File: config.mk
export PLATFORM = sky130hd
export DESIGN_NAME = pad_cursor_arbiter
export DESIGN_NICKNAME = d
export VERILOG_FILES = /design/src/rtl/pad_arb_pkg.sv /design/src/rtl/pad_cursor_arbiter_repeat_timer.sv /design/src/rtl/pad_cursor_arbiter.sv
export SDC_FILE = /design/constraint.sdc
export NUM_CORES = 1
export LEC_CHECK = 0
export CORE_MARGIN = 8
export CORE_UTILIZATION = 45
export DETAILED_ROUTE_END_ITERATION = 10
export GPL_ROUTABILITY_DRIVEN = 0
export PLACE_DENSITY = 0.67
export SETUP_SLACK_MARGIN = 0.15
export SKIP_CTS_REPAIR_TIMING = 1
export SLEW_MARGIN = 20
export SYNTH_ARGS = -nofsm -noshare
export SYNTH_HDL_FRONTEND = slang
export SYNTH_SLANG_ARGS = --single-unit
File: constraint.sdc
create_clock -name clk -period 2.29 [get_ports clk]
set_input_delay 0.229 -clock clk [delete_from_list [all_inputs] [get_ports clk]]
set_output_delay 0.229 -clock clk [all_outputs]
set_load 0.02 [all_outputs]
File: src/rtl/pad_arb_pkg.sv
// rtl/pad_arb_pkg.sv - shared types, counter widths and saturating cursor math
package pad_arb_pkg;

    typedef enum logic {
        IDLE  = 1'b0,
        OWNED = 1'b1
    } arb_state_e;

    localparam int DEF_REPEAT_FRAMES = 8;
    localparam int DEF_HOLD_FRAMES   = 60;

    // Repeat counter tops out at REPEAT_FRAMES-1; idle counter reaches HOLD_FRAMES.
    function automatic int rep_cnt_w(input int repeat_frames);
        return $clog2(repeat_frames);
    endfunction

    function automatic int hold_cnt_w(input int hold_frames);
        return $clog2(hold_frames + 1);
    endfunction

    localparam int REPEAT_CNT_W = rep_cnt_w(DEF_REPEAT_FRAMES);
    localparam int HOLD_CNT_W   = hold_cnt_w(DEF_HOLD_FRAMES);

    function automatic logic [9:0] sat_inc(input logic [9:0] pos, input int step, input int max);
        logic [10:0] sum;
        sum = {1'b0, pos} + 11'(step);
        if (sum > 11'(max)) begin
            sum = 11'(max);
        end
        return sum[9:0];
    endfunction

    function automatic logic [9:0] sat_dec(input logic [9:0] pos, input int step);
        logic [10:0] diff;
        if ({1'b0, pos} < 11'(step)) begin
            diff = 11'd0;
        end else begin
            diff = {1'b0, pos} - 11'(step);
        end
        return diff[9:0];
    endfunction

endpackage

File: src/rtl/pad_cursor_arbiter_repeat_timer.sv
// rtl/pad_cursor_arbiter_repeat_timer.sv - per-axis press-edge step and auto-repeat timer
module pad_repeat_timer
    import pad_arb_pkg::*;
#(
    parameter int REPEAT_FRAMES = DEF_REPEAT_FRAMES
) (
    input  logic clk,
    input  logic reset,
    input  logic tick,
    input  logic clear,
    input  logic neg,
    input  logic pos,
    input  logic prev_neg,
    input  logic prev_pos,
    output logic step_neg,
    output logic step_pos
);

    localparam int W = rep_cnt_w(REPEAT_FRAMES);
    localparam logic [W-1:0] LAST = W'(REPEAT_FRAMES - 1);

    logic [W-1:0] cnt;
    logic [W-1:0] cnt_next;
    logic         fire;

    always_comb begin
        cnt_next = cnt;
        fire     = 1'b0;
        if (clear) begin
            cnt_next = '0;
        end else if (tick) begin
            if (neg && pos) begin
                cnt_next = '0;
            end else if (neg || pos) begin
                if ((neg && !prev_neg) || (pos && !prev_pos)) begin
                    fire     = 1'b1;
                    cnt_next = '0;
                end else if (cnt == LAST) begin
                    fire     = 1'b1;
                    cnt_next = '0;
                end else begin
                    cnt_next = cnt + 1'b1;
                end
            end else begin
                cnt_next = '0;
            end
        end
    end

    assign step_neg = fire & neg;
    assign step_pos = fire & pos;

    always_ff @(posedge clk) begin
        if (reset) begin
            cnt <= '0;
        end else begin
            cnt <= cnt_next;
        end
    end

endmodule

File: src/rtl/pad_cursor_arbiter.sv
// rtl/pad_cursor_arbiter.sv - frame-synchronous two-pad cursor ownership arbiter
module pad_cursor_arbiter
    import pad_arb_pkg::*;
#(
    parameter int X_MAX         = 639,
    parameter int Y_MAX         = 479,
    parameter int STEP          = 4,
    parameter int REPEAT_FRAMES = DEF_REPEAT_FRAMES,
    parameter int HOLD_FRAMES   = DEF_HOLD_FRAMES
) (
    input  logic       clk,
    input  logic       reset,
    input  logic       frame_tick,
    input  logic [1:0] up,
    input  logic [1:0] down,
    input  logic [1:0] left,
    input  logic [1:0] right,
    input  logic [1:0] a,
    input  logic [1:0] is_present,
    output logic [9:0] cursor_x,
    output logic [9:0] cursor_y,
    output logic       owner,
    output logic       owner_valid,
    output logic       select_pulse
);

    localparam int HW = hold_cnt_w(HOLD_FRAMES);
    localparam logic [HW-1:0] HOLD_LAST = HW'(HOLD_FRAMES - 1);

    arb_state_e      state;
    logic            last_owner;
    logic [HW-1:0]   idle_cnt;
    logic [1:0][4:0] btn;
    logic [1:0][4:0] prev;
    logic [4:0]      own_btn;
    logic [4:0]      own_prev;
    logic [1:0]      req;
    logic            move_tick;
    logic            idle_tick;
    logic            x_neg, x_pos, y_neg, y_pos;

    // Button vector layout: {a, right, left, down, up}.
    always_comb begin
        for (int i = 0; i < 2; i++) begin
            btn[i] = {a[i], right[i], left[i], down[i], up[i]};
            req[i] = is_present[i] & (|btn[i]);
        end
    end

    assign own_btn   = btn[owner];
    assign own_prev  = prev[owner];
    assign move_tick = frame_tick && (state == OWNED) && is_present[owner] && (|own_btn);
    assign idle_tick = frame_tick && (state == IDLE);

    pad_repeat_timer #(.REPEAT_FRAMES(REPEAT_FRAMES)) u_timer_x (
        .clk      (clk),
        .reset    (reset),
        .tick     (move_tick),
        .clear    (idle_tick),
        .neg      (own_btn[2]),
        .pos      (own_btn[3]),
        .prev_neg (own_prev[2]),
        .prev_pos (own_prev[3]),
        .step_neg (x_neg),
        .step_pos (x_pos)
    );

    pad_repeat_timer #(.REPEAT_FRAMES(REPEAT_FRAMES)) u_timer_y (
        .clk      (clk),
        .reset    (reset),
        .tick     (move_tick),
        .clear    (idle_tick),
        .neg      (own_btn[0]),
        .pos      (own_btn[1]),
        .prev_neg (own_prev[0]),
        .prev_pos (own_prev[1]),
        .step_neg (y_neg),
        .step_pos (y_pos)
    );

    always_ff @(posedge clk) begin
        if (reset) begin
            state        <= IDLE;
            owner        <= 1'b0;
            owner_valid  <= 1'b0;
            last_owner   <= 1'b1;
            idle_cnt     <= '0;
            prev         <= '0;
            cursor_x     <= 10'(X_MAX >> 1);
            cursor_y     <= 10'(Y_MAX >> 1);
            select_pulse <= 1'b0;
        end else begin
            select_pulse <= 1'b0;
            if (frame_tick) begin
                prev <= btn;
                case (state)
                    IDLE: begin
                        if (|req) begin
                            state       <= OWNED;
                            owner_valid <= 1'b1;
                            idle_cnt    <= '0;
                            owner       <= (&req) ? ~last_owner : req[1];
                        end
                    end
                    OWNED: begin
                        if (!is_present[owner]) begin
                            state       <= IDLE;
                            owner_valid <= 1'b0;
                            last_owner  <= owner;
                        end else if (|own_btn) begin
                            idle_cnt     <= '0;
                            select_pulse <= own_btn[4] & ~own_prev[4];
                            if (x_pos) begin
                                cursor_x <= sat_inc(cursor_x, STEP, X_MAX);
                            end else if (x_neg) begin
                                cursor_x <= sat_dec(cursor_x, STEP);
                            end
                            if (y_pos) begin
                                cursor_y <= sat_inc(cursor_y, STEP, Y_MAX);
                            end else if (y_neg) begin
                                cursor_y <= sat_dec(cursor_y, STEP);
                            end
                        end else begin
                            idle_cnt <= idle_cnt + 1'b1;
                            if (idle_cnt == HOLD_LAST) begin
                                state       <= IDLE;
                                owner_valid <= 1'b0;
                                last_owner  <= owner;
                            end
                        end
                    end
                    default: state <= IDLE;
                endcase
            end
        end
    end

endmodule

Word-level counts from Yosys, hierarchy flattened:

Index checks and enable logic that the tools add are counted.

* $add $sub $neg: 7
* equality and inequality tests: 9
* bitwise gates (word level): 13
* order comparisons: 5
* multiplexer cells: 52
* reduce and logical (&&, ||, !) cells: 33

Operators with widths (number)
* $mux 10: 8
* $mux 1: 26
* $mux 3: 8
* $add 10x3->11 const B: 2
* $lt 10x3->1 const B: 2
* $mux 5: 4
* $reduce_or 5->1: 4
* $sub 10x3->10 const B: 2
* $mux 6: 3
* $pmux 6 s2: 1
* $gt 11x10->1 const B: 1
* $gt 11x9->1 const B: 1
* $logic_and 1x1->1: 10
* $reduce_and 5->1: 2
* $reduce_and 4->1: 2
* $and 1x1->1: 7
* $add 3x1->3 const B: 2
* $add 6x1->6 const B: 1
* $eq 3x3->1 const B: 2
* $eq 6x6->1 const B: 1
* $ne 2x1->1 const B: 3
* $not 1->1: 6
* $reduce_and 3->1: 2
* $logic_not 1->1: 4
* 9 further kinds: 15

* register bits: 47
* logic and storage cells: 131

Logic depth before layout (Yosys ltp):

Gate-level depths: netlist of run 1.

* word-level depth: 13
* depth in mapped cells: 9

Modules after synthesis:

Synthesis of run 1 repeated with hierarchy kept, for this count alone.

* cells, all modules: 394
* area total of the unflattened synthesis: 3206.8 sq um

Modules (own cells, without submodules)
* pad_cursor_arbiter: area an instance 2798.9 sq um, cells an instance 346, sequential area each 780.7 sq um, times used 1
* pad_repeat_timer: area an instance 203.9 sq um, cells an instance 24, sequential area each 60.1 sq um, times used 2

Worst setup path after synthesis of run 1:

OpenSTA, ideal clock, no wires.

* kind: register to register
* from: reg cursor_y[2]
* to: reg cursor_y[5]
* setup slack: 0.153 ns
* buffers on the path: 1
* clock period less this slack: 2.137 ns
* arrival time: 2.004 ns
* stages on the path, launching flop included: 10
* library setup time: 0.133 ns
* cell sequence: dfxtp_1 inv_1 ha_1 or3b_1 buf_2 o31ai_4 or2_1 a41o_1 o311a_1 o31ai_1

* cells in the longest elaborated chain, start to end: 4
* elaborated cells between the ends (all ways): 8
* classes of those cells: add/sub: 2; order compare: 2; mux: 4

RTL lines
* from (decl): RTL line pad_cursor_arbiter.sv:21 `output logic [9:0] cursor_y,`
* from (signal assigned): RTL line pad_cursor_arbiter.sv:90 `cursor_y <= 10'(Y_MAX >> 1);`
* from (signal assigned): RTL line pad_cursor_arbiter.sv:119 `cursor_y <= sat_inc(cursor_y, STEP, Y_MAX);`
* from (signal assigned): RTL line pad_cursor_arbiter.sv:121 `cursor_y <= sat_dec(cursor_y, STEP);`
* $add 10x3->11 (tied with other cells): RTL line pad_arb_pkg.sv:26 `sum = {1'b0, pos} + 11'(step);`
* $gt 11x9->1 or $mux 10 (tied branches): RTL line pad_arb_pkg.sv:27, pad_arb_pkg.sv:35
* $mux 10, on equally long branches: RTL line pad_arb_pkg.sv:27, pad_cursor_arbiter.sv:120
* $mux 10 *: RTL line pad_cursor_arbiter.sv:118 `if (y_pos) begin`

Every way passes the cells marked *; elsewhere a longest branch is shown, timed or not. The select of a mux whose other input is x is not followed.
A chain may end at the register's enable or synchronous reset.

Final worst setup path of run 1:

* from: reg cursor_x[2]
* to: reg cursor_x[2]

* cells in the longest elaborated chain, start to end: 4
* elaborated cells between the ends (all ways): 8
* classes of those cells: add/sub: 2; order compare: 2; mux: 4

RTL lines
* from (decl): RTL line pad_cursor_arbiter.sv:20 `output logic [9:0] cursor_x,`
* from (signal assigned): RTL line pad_cursor_arbiter.sv:89 `cursor_x <= 10'(X_MAX >> 1);`
* from (signal assigned): RTL line pad_cursor_arbiter.sv:114 `cursor_x <= sat_inc(cursor_x, STEP, X_MAX);`
* from (signal assigned): RTL line pad_cursor_arbiter.sv:116 `cursor_x <= sat_dec(cursor_x, STEP);`
* $add 10x3->11 (tied with other cells): RTL line pad_arb_pkg.sv:26
* $gt 11x10->1 or $mux 10 (tied branches): RTL line pad_arb_pkg.sv:27, pad_arb_pkg.sv:35
* $mux 10, on equally long branches: RTL line pad_arb_pkg.sv:27, pad_cursor_arbiter.sv:115
* $mux 10 *: RTL line pad_cursor_arbiter.sv:113 `if (x_pos) begin`

Marked as above.

==> results of run 1 <==
==> metrics by stage <==
step / TNS [ns] / total power, uW / utilization (%) / instance area, um^2
2_1_floorplan: 0 / 1030 / - / 3000
3_3_place_gp: 0 / 1140 / 56.0 / 3570
3_5_place_dp: -0.214 / 1150 / 56.0 / 3570
4_1_cts: 0 / 1760 / 57.7 / 3690
5_1_grt: 0 / 1830 / 58.4 / 3730
6_report: 0 / 1740 / 58.4 / 3730
==> final cells by class <==
cell class,instances,area [um^2],area share [%]
tap,77,96.3,2.58
clock inverter,2,38.8,1.04
multi-input combinational,282,1940,52.0
timing repair buffer,67,596,16.0
inverter,22,82.6,2.22
clock buffer,6,72.6,1.95
sequential,45,905,24.3
==> state kept, by name, summed over array words and instances (netlist names) <==
name / count
owner: 1
select_pulse: 1
cursor_y: 9
state: 1
idle_cnt: 6
cursor_x: 9
last_owner: 1
u_timer_y.cnt: 3
u_timer_x.cnt: 3
prev: 10
owner_valid: 1
==> layer usage <==
layer | up-vias | routed length, um
li1 | 1441 | -
met4 | 0 | 72
met2 | 82 | 3710
met3 | 9 | 391
met5 | - | 0
met1 | 1333 | 3430
==> power by group <==
part,internal (uW),switching [uW]
Clock,328,282
Combinational,139,164
Sequential,805,25.0
Total,1270,471
==> synth_stat cells, types with 5 or more instances <==
master	number
xnor2_1	8
xor2_1	7
nand3_1	13
inv_1	22
nand4_1	5
nor3_1	16
o21ai_0	25
ha_1	11
nor2_1	41
nor2b_1	5
nand2_1	25
clkbuf_1	14
a22oi_1	8
mux2i_1	19
a21oi_1	23
dfxtp_1	45
and3_1	6
==> critical path: cells and delay by family (launching register included) <==
| family | cells | cell delay [ns] |
|---|---|---|
| compound gates | 3 | 0.64 |
| fa+ha+maj | 1 | 0.20 |
| buf+inv | 2 | 0.26 |
| flops | 1 | 0.49 |
| simple gates | 3 | 0.37 |
==> final timing paths <==
path	startpoint	endpoint	cells past startpoint
worst max-delay path	cursor_x[2]	cursor_x[2]	9
worst min register to register	cursor_x[0]	cursor_x[0]	2
worst min-delay path	cursor_x[0]	cursor_x[0]	2
worst max register to register	cursor_x[2]	cursor_x[2]	9
==> cell families (layout without fill, tap and decap cells) <==
group                      after synthesis  in the layout
AOI/OAI and AO/OA                       98             98
adders and majority gates               11             11
xor gates and xnor gates                16             16
and+or+nand+nor                        134            134
DFF                                     45             45
muxes                                   23             23
buffers and inverters                   44             97
==> out/qor.yml, run 1 <==
outcome:
  outcome: "finished clean"
placement:
  dp.cells: 493
  dp_hpwl_um: 5760
  io_buffers: 37
  pre_cts_ws_ns: -0.105
floorplan:
  coreArea_um2: 6390
  floorplan.die_area_um2: 9530
  io_pins: 38
  die_h_um: 97.6
  start_util_pct: 46.9
  rows: 29
  die_x_um: 97.6
power:
  p_leak_uw: 0.00152
  ir_drop_uv: 290
  power_density_nw_per_um2: 468
timing:
  worstMarginPinSlew_ns: 0.532
  rsz0062_at_grt: "false"
  hold_viol_final: 0
  clock-skew-final_ns: 0.0100
  fmax_ghz: 0.492
  finalWorstSetupSlack_ns: 0.259
  slew_headroom_pct: 64.2
  fin_hold_ws_ns: 0.498
  setup_violations: 0
  finalCriticalPeriod_ns: 2.03
  period_share_pct: 88.7
  slew_viol_final: 0
global_route:
  grt_pass1_wl_um: 12600
  grt_busiest_layer: "met2"
  globalRouteMet1Util_pct: 18.5
  grt_usage_pct: 15.2
  antenna_found_initial: 0
  grt-ovfl-total: 0
  grt_max_degree: 16
  met2_usage_pct: 26.3
  grt_pass1_vias: 2709
  use_met3_pct: 3.34
critical_path:
  worstPathArrival_ns: 2.25
  crit_path_max_fanout: 8
  critPathKind: "flip-flop to flip-flop"
  cpPeakStageDelay_ns: 0.49
  cp-start-kind: "flip-flop"
  cpMaxStageDelayCell: "dfxtp_1"
  path_cells: "inv_1 > buf_4 > ha_1 > nor2b_1 > nand4_1 > o22ai_1 > nand3_2 > a211o_1 > o211ai_1"
  reg2reg_slack_ns: 0.26
  required_ns: 2.51
  critical_path.endpoint_type: "flip-flop"
synth:
  yosys.area_share.simple_pct: 22.7
  synth-warning-count: 0
  synthDistinctLibCells: 62
  synth.top_cell.area_share_pct: 30.1
  yosysTopAreaCell: "dfxtp_1"
  netlist_instances: 371
  synthAdderAreaFrac_pct: 4.59
  async_flop_share_pct: 0
  synth_nets: 397
  synth.top_cells.by_area: "dfxtp_1 (30%), mux2i_1 (6.3%), nor2_1 (5.1%), ha_1 (4.6%), o21ai_0 (4.2%)"
  synth-seq-area-share_pct: 30.1
  synth_compound_area_share_pct: 22.9
  syn_area_per_cell_um2: 8.08
  syn_area_um2: 3000
  synthFlopType: "dfxtp_1"
  muxShareOfSynthArea_pct: 8.23
  synth_top_family_by_area: "compound AO/OA/AOI/OAI gates"
  synth_edf_count: 0
  ys_ff_latch: 45
  synth_xor_area_share_pct: 4.93
final_layout:
  layout_commonest_cell: "dfxtp_1"
  drive_gt1_share_pct: 13.7
  area_growth_pct: 24.4
  antenna_cells: 0
  final_nets: 449
  fillCellCount: 583
  fin_cells: 501
  final_cell_mix: "dfxtp_1 (42), nor2_1 (41), clkdlybuf4s50_1 (37)"
cts:
  cts_root_buffer: "clkbuf_8"
  clock_path_buffers: 2
  cts_buffers: 5
  clk_pin_slew_ns: 0.08
  cts_tree: "built"
  clock-sinks: 45
  clkLatencyLatePin_ns: 0.30
  htreeDepth: 2
drt:
  viasPerCell: 5.72
  vias: 2865
  wl_per_cell_um: 15.2
  drc: 0
  drtPass1Iterations: 4
  drt_iter0_drc: 198
  ant_nets: 0
  routed_wl_um: 7600
run:
  maxCapViolations: 0
worst_hold_path:
  hold_path.class: "flip-flop to flip-flop"
(Power assumes the default switching activity.)
==> run 2, diff against run 1 <==
--- a/config.mk
+++ b/config.mk
@@ -10,6 +10,7 @@
 export DETAILED_ROUTE_END_ITERATION = 10
 export GPL_ROUTABILITY_DRIVEN = 0
 export PLACE_DENSITY = 0.67
+export REMOVE_ABC_BUFFERS = 1
 export SETUP_SLACK_MARGIN = 0.15
 export SKIP_CTS_REPAIR_TIMING = 1
 export SLEW_MARGIN = 20
==> out/qor.yml, run 2 (synthesis results as in run 1) <==
cts:
  clkLatencyLatePin_ns: 0.30  # about the same
  clock-sinks: 45  # unchanged
  htreeDepth: 2  # unchanged
  cts_tree: "built"  # unchanged
  cts_buffers: 5  # unchanged
  cts_root_buffer: "clkbuf_8"  # unchanged
  clk_pin_slew_ns: 0.09  # was 0.08 ns
  clock_path_buffers: 2  # unchanged
drt:
  wl_per_cell_um: 15.0  # was 15.2 um
  viasPerCell: 5.65  # was 5.72
  drt_iter0_drc: 177  # was 198
  ant_nets: 0  # unchanged
  vias: 2807  # was 2,865
  routed_wl_um: 7450  # was 7600 um
  drc: 0  # unchanged
  drtPass1Iterations: 4  # unchanged
placement:
  pre_cts_ws_ns: 0.0794  # was -0.105 ns
  io_buffers: 37  # unchanged
  dpl_cell_area_um2: 3560  # was 3570 um^2
  dp.cells: 490  # was 493
  dp_hpwl_um: 5630  # was 5760 um
global_route:
  grt_max_degree: 18  # was 16
  antenna_found_initial: 0  # unchanged
  grt_busiest_layer: "met2"  # unchanged
  grt-ovfl-total: 0  # unchanged
  grt_pass1_wl_um: 12500  # was 12,600 um
  grt_usage_pct: 15.2  # about the same
  globalRouteMet1Util_pct: 20.1  # was 18.5%
  met2_usage_pct: 23.8  # was 26.3%
  grt_pass1_vias: 2624  # was 2,709
  use_met3_pct: 3.91  # was 3.34%
timing:
  worstMarginPinSlew_ns: 0.463  # was 0.532 ns
  setup_violations: 0  # unchanged
  fin_hold_ws_ns: 0.482  # was 0.498 ns
  clock-skew-final_ns: 0.00588  # was 0.0100 ns
  finalCriticalPeriod_ns: 2.01  # was 2.03 ns
  tns_ns: 0  # unchanged
  period_share_pct: 87.8  # was 88.7%
  hold_viol_final: 0  # unchanged
  fmax_ghz: 0.498  # was 0.492 GHz
  slew_viol_final: 0  # unchanged
  slew_headroom_pct: 69.1  # was 64.2%
  rsz0062_at_grt: "false"  # unchanged
  finalWorstSetupSlack_ns: 0.280  # was 0.259 ns
power:
  power_density_nw_per_um2: 467  # was 468 nW/um^2
  ir_drop_uv: 322  # was 290 uV
  p_leak_uw: 0.00150  # was 0.00152 uW
floorplan:
  io_pins: 38  # unchanged
  floorplan.die_area_um2: 9530  # unchanged
  coreArea_um2: 6390  # unchanged
  start_util_pct: 46.9  # unchanged
  rows: 29  # unchanged
  die_h_um: 97.6  # unchanged
  die_x_um: 97.6  # unchanged
final_layout:
  final_nets: 446  # was 449
  drive_gt1_share_pct: 12.6  # was 13.7%
  largest_reg_flops: 10  # unchanged
  regMostFlops: "prev"  # unchanged
  antenna_cells: 0  # unchanged
  reg_top3: "prev (10), cursor_x (9), cursor_y (9)"  # unchanged
  fillCellCount: 577  # was 583
  finalInstanceArea_um2: 3690  # was 3730 um^2
  fin_cells: 497  # was 501
  area_growth_pct: 23.2  # was 24.4%
  layout_commonest_cell: "dfxtp_1"  # unchanged
  final_cell_mix: "dfxtp_1 (43), nor2_1 (40), clkdlybuf4s50_1 (37)"  # was dfxtp_1 (42), nor2_1 (41), clkdlybuf4s50_1 (37)
critical_path:
  critical_path.endpoint_type: "flip-flop"  # unchanged
  critPathKind: "flip-flop to flip-flop"  # unchanged
  required_ns: 2.48  # was 2.51 ns
  worstPathArrival_ns: 2.20  # was 2.25 ns
  cp-start-kind: "flip-flop"  # unchanged
  crit_path_max_fanout: 9  # was 8
run:
  maxCapViolations: 0  # unchanged
outcome:
  outcome: "finished clean"  # unchanged
worst_hold_path:
  hold_path.class: "flip-flop to flip-flop"  # unchanged
run 2: where the power goes:
part | total (uW) | switching, uW | leakage, uW | internal [uW]
sequential | 828 | 23.0 | 0.000366 | 805
clock | 590 | 273 | 0.0000540 | 318
combinational | 305 | 165 | 0.00108 | 141
run 2: stage by stage:
| step | total power (uW) | util (%) |
|---|---|---|
| 3_5_place_dp | 1150 | 55.8 |
| 3_3_place_gp | 1140 | 55.8 |
| 4_1_cts | 1740 | 57.4 |
| 6_report | 1720 | 57.8 |
| 5_1_grt | 1800 | 57.8 |
| 2_1_floorplan | 1010 | - |
run 2: layer usage:
layer	wire length, um	vias up
met2	3400	53
li1	-	1431
met1	3640	1314
met4	87	0
met3	328	9
met5	0	-
run 2: worst paths after layout:
| check | slack [ns] | cells past startpoint | from | end |
|---|---|---|---|---|
| max reg2reg | 0.28 | 9 | u_timer_x.cnt[0] | cursor_x[8] |
| min | 0.48 | 2 | owner_valid | owner_valid |
| min reg2reg | 0.48 | 2 | owner_valid | owner_valid |
| max | 0.28 | 9 | u_timer_x.cnt[0] | cursor_x[8] |
run 2: worst max-delay path, cell delays in order, from the launching register on:
cell	delay [ns]
dfxtp_1	0.33
ha_1	0.20
ha_1	0.21
nor4_1	0.26
buf_4	0.17
a311oi_4	0.04
buf_4	0.19
o211ai_1	0.08
o31ai_1	0.09
a221o_1	0.31
run 2: cell type report:
class / count / area, um^2 / share of cell area [%]
multi-input cells: 282 / 1920 / 52.0
flip-flops and latches: 45 / 903 / 24.5
repair buffers: 64 / 586 / 15.9
well taps: 77 / 96.3 / 2.61
inverters: 22 / 82.6 / 2.24
clock buffers: 5 / 68.8 / 1.86
clock inverters: 2 / 35.0 / 0.949
==> run 3, diff against run 2 <==
--- a/config.mk
+++ b/config.mk
@@ -17,3 +17,4 @@
 export SYNTH_ARGS = -nofsm -noshare
 export SYNTH_HDL_FRONTEND = slang
 export SYNTH_SLANG_ARGS = --single-unit
+export TNS_END_PERCENT = 20
==> out/qor.yml, run 3 (synthesis results as in run 1) <==
timing:
  rsz0062_at_grt: "true"  # was false
  setup_violations: 0  # unchanged
  slew_headroom_pct: 65.9  # was 69.1%
  hold_viol_final: 0  # unchanged
  finalCriticalPeriod_ns: 2.06  # was 2.01 ns
  worstMarginPinSlew_ns: 0.510  # was 0.463 ns
  clock-skew-final_ns: 0.00568  # was 0.00588 ns
  period_share_pct: 89.9  # was 87.8%
  fmax_ghz: 0.486  # was 0.498 GHz
  slew_viol_final: 0  # unchanged
critical_path:
  cpPeakStageDelay_ns: 0.49  # was 0.33 ns
  rr_startpoint: "cursor_y[3]"  # was u_timer_x.cnt[0]
  cpMaxStageDelayCell: "or3b_1"  # was dfxtp_1
  cp-start-kind: "flip-flop"  # unchanged
  crit_family: "compound AO/OA/AOI/OAI gates"  # unchanged
  path_cells: "inv_1 > ha_1 > or3b_1 > o31ai_4 > or2_1 > a41o_1 > o311a_1 > o31ai_1"  # was ha_1 > ha_1 > nor4_1 > buf_4 > a311oi_4 > buf_4 > o211ai_1 > o31ai_1 > a221o_1
  crit_buf_inv: 1  # was 2
  r2r_end: "cursor_y[5]"  # was cursor_x[8]
  required_ns: 2.48  # about the same
  critical_path.endpoint_type: "flip-flop"  # unchanged
  worstPathArrival_ns: 2.25  # was 2.20 ns
  critPathKind: "flip-flop to flip-flop"  # unchanged
  crit_path_max_fanout: 6  # was 9
  worst_r2r_path_depth: 8  # was 9
  reg2reg_slack_ns: 0.23  # was 0.28 ns
power:
  power_density_nw_per_um2: 468  # was 467 nW/um^2
  p_int_uw: 1260  # about the same
  ir_drop_uv: 322  # about the same
  sw_frac_of_total_pct: 26.8  # was 26.7%
  p_leak_uw: 0.00150  # about the same
  comb_power_share_pct: 17.7  # about the same
  power_switching_uw: 462  # was 461 uW
  pwr-share-seq_pct: 48.0  # about the same
  clkPwrFrac_pct: 34.3  # about the same
global_route:
  grt_usage_pct: 15.2  # unchanged
  use_met3_pct: 3.91  # unchanged
  grt_pass1_vias: 2624  # unchanged
  globalRouteMet1Util_pct: 20.1  # unchanged
  grt-ovfl-total: 0  # unchanged
  grt_busiest_layer: "met2"  # unchanged
  grt_max_degree: 18  # unchanged
  grt_pass1_wl_um: 12500  # unchanged
  met2_usage_pct: 23.8  # unchanged
  antenna_found_initial: 0  # unchanged
cts:
  htreeDepth: 2  # unchanged
  cts_root_buffer: "clkbuf_8"  # unchanged
  clock-sinks: 45  # unchanged
  cts_tree: "built"  # unchanged
  clk_pin_slew_ns: 0.09  # about the same
  cts_buffers: 5  # unchanged
  clkLatencyLatePin_ns: 0.30  # about the same
  clock_path_buffers: 2  # unchanged
drt:
  wl_per_cell_um: 15.1  # was 15.0 um
  ant_nets: 0  # unchanged
  vias: 2832  # was 2,807
  viasPerCell: 5.70  # was 5.65
  routed_wl_um: 7490  # was 7450 um
  drtPass1Iterations: 4  # unchanged
  drc: 0  # unchanged
  drt_iter0_drc: 203  # was 177
run:
  maxCapViolations: 0  # unchanged
worst_hold_path:
  holdPathEnd: "owner_valid"  # unchanged
  hold_start: "owner_valid"  # unchanged
  hold_path.class: "flip-flop to flip-flop"  # unchanged
  whs_path_depth: 2  # unchanged
floorplan:
  coreArea_um2: 6390  # unchanged
  die_h_um: 97.6  # unchanged
  rows: 29  # unchanged
  die_x_um: 97.6  # unchanged
  floorplan.die_area_um2: 9530  # unchanged
  io_pins: 38  # unchanged
  start_util_pct: 46.9  # unchanged
final_layout:
  finalInstanceArea_um2: 3680  # was 3690 um^2
  antenna_cells: 0  # unchanged
  final_cell_mix: "dfxtp_1 (43), nor2_1 (41), clkdlybuf4s50_1 (37)"  # was dfxtp_1 (43), nor2_1 (40), clkdlybuf4s50_1 (37)
  regMostFlops: "prev"  # unchanged
  final_nets: 446  # unchanged
  reg_top3: "prev (10), cursor_x (9), cursor_y (9)"  # unchanged
  layout_commonest_cell: "dfxtp_1"  # unchanged
  drive_gt1_share_pct: 11.9  # was 12.6%
  fin_util_pct: 57.7  # was 57.8%
  area_growth_pct: 22.9  # was 23.2%
  largest_reg_flops: 10  # unchanged
outcome:
  outcome: "finished clean"  # unchanged
placement:
  dpl_cell_area_um2: 3560  # unchanged
  dp_hpwl_um: 5630  # unchanged
  io_buffers: 37  # unchanged
## run 3: area by class of cell
cell class                 instances  area, um^2
sequential                        45         903
tap                               77        96.3
timing repair buffer              64         586
clock buffer                       5        68.8
multi-input combinational        282        1910
fill                             576        2700
inverter                          22        82.6
clock inverter                     2        35.0
## run 3: through the flow
| step | setup WS (ns) | TNS [ns] | hold slack [ns] | std cells | power, uW |
|---|---|---|---|---|---|
| detailed placement | 0.0794 | 0 | 0.475 | 490 | 1150 |
| finish | 0.232 | 0 | 0.482 | 497 | 1720 |
| global placement | 0.107 | 0 | 0.468 | 490 | 1140 |
| CTS | 0.215 | 0 | 0.492 | 497 | 1740 |
| floorplan | -0.116 | -0.181 | 0.298 | 349 | 1010 |
| global route | 0.0920 | 0 | 0.512 | 497 | 1800 |
## run 3: power groups by stage
stage          clock network (uW)  registers (uW)  logic [uW]
2_1_floorplan                   0             853         157
3_3_place_gp                    0             844         300
3_5_place_dp                    0             846         304
4_1_cts                       603             827         305
5_1_grt                       634             831         335
6_report                      592             828         305
## run 3: metal layers
layer,up-vias,part of all wire (%)
met5,-,0
met4,0,1.3
met3,12,5.0
met2,68,45
met1,1320,49
li1,1432,-
## run 3: worst max-delay path by stage
stage	startpoint	end	depth (start not counted)
CTS	owner	cursor_x[8]	6
detailed placement	frame_tick	cursor_x[8]	6
global placement	frame_tick	cursor_x[8]	6
global route	cursor_y[3]	cursor_y[2]	8
floorplan	owner	cursor_y[5]	6
finish	cursor_y[3]	cursor_y[5]	8
## run 3: worst min-delay path, stage by stage (launching register included)
cell,delay (ns)
dfxtp_1,0.31
o21ai_0,0.06
a21oi_1,0.06
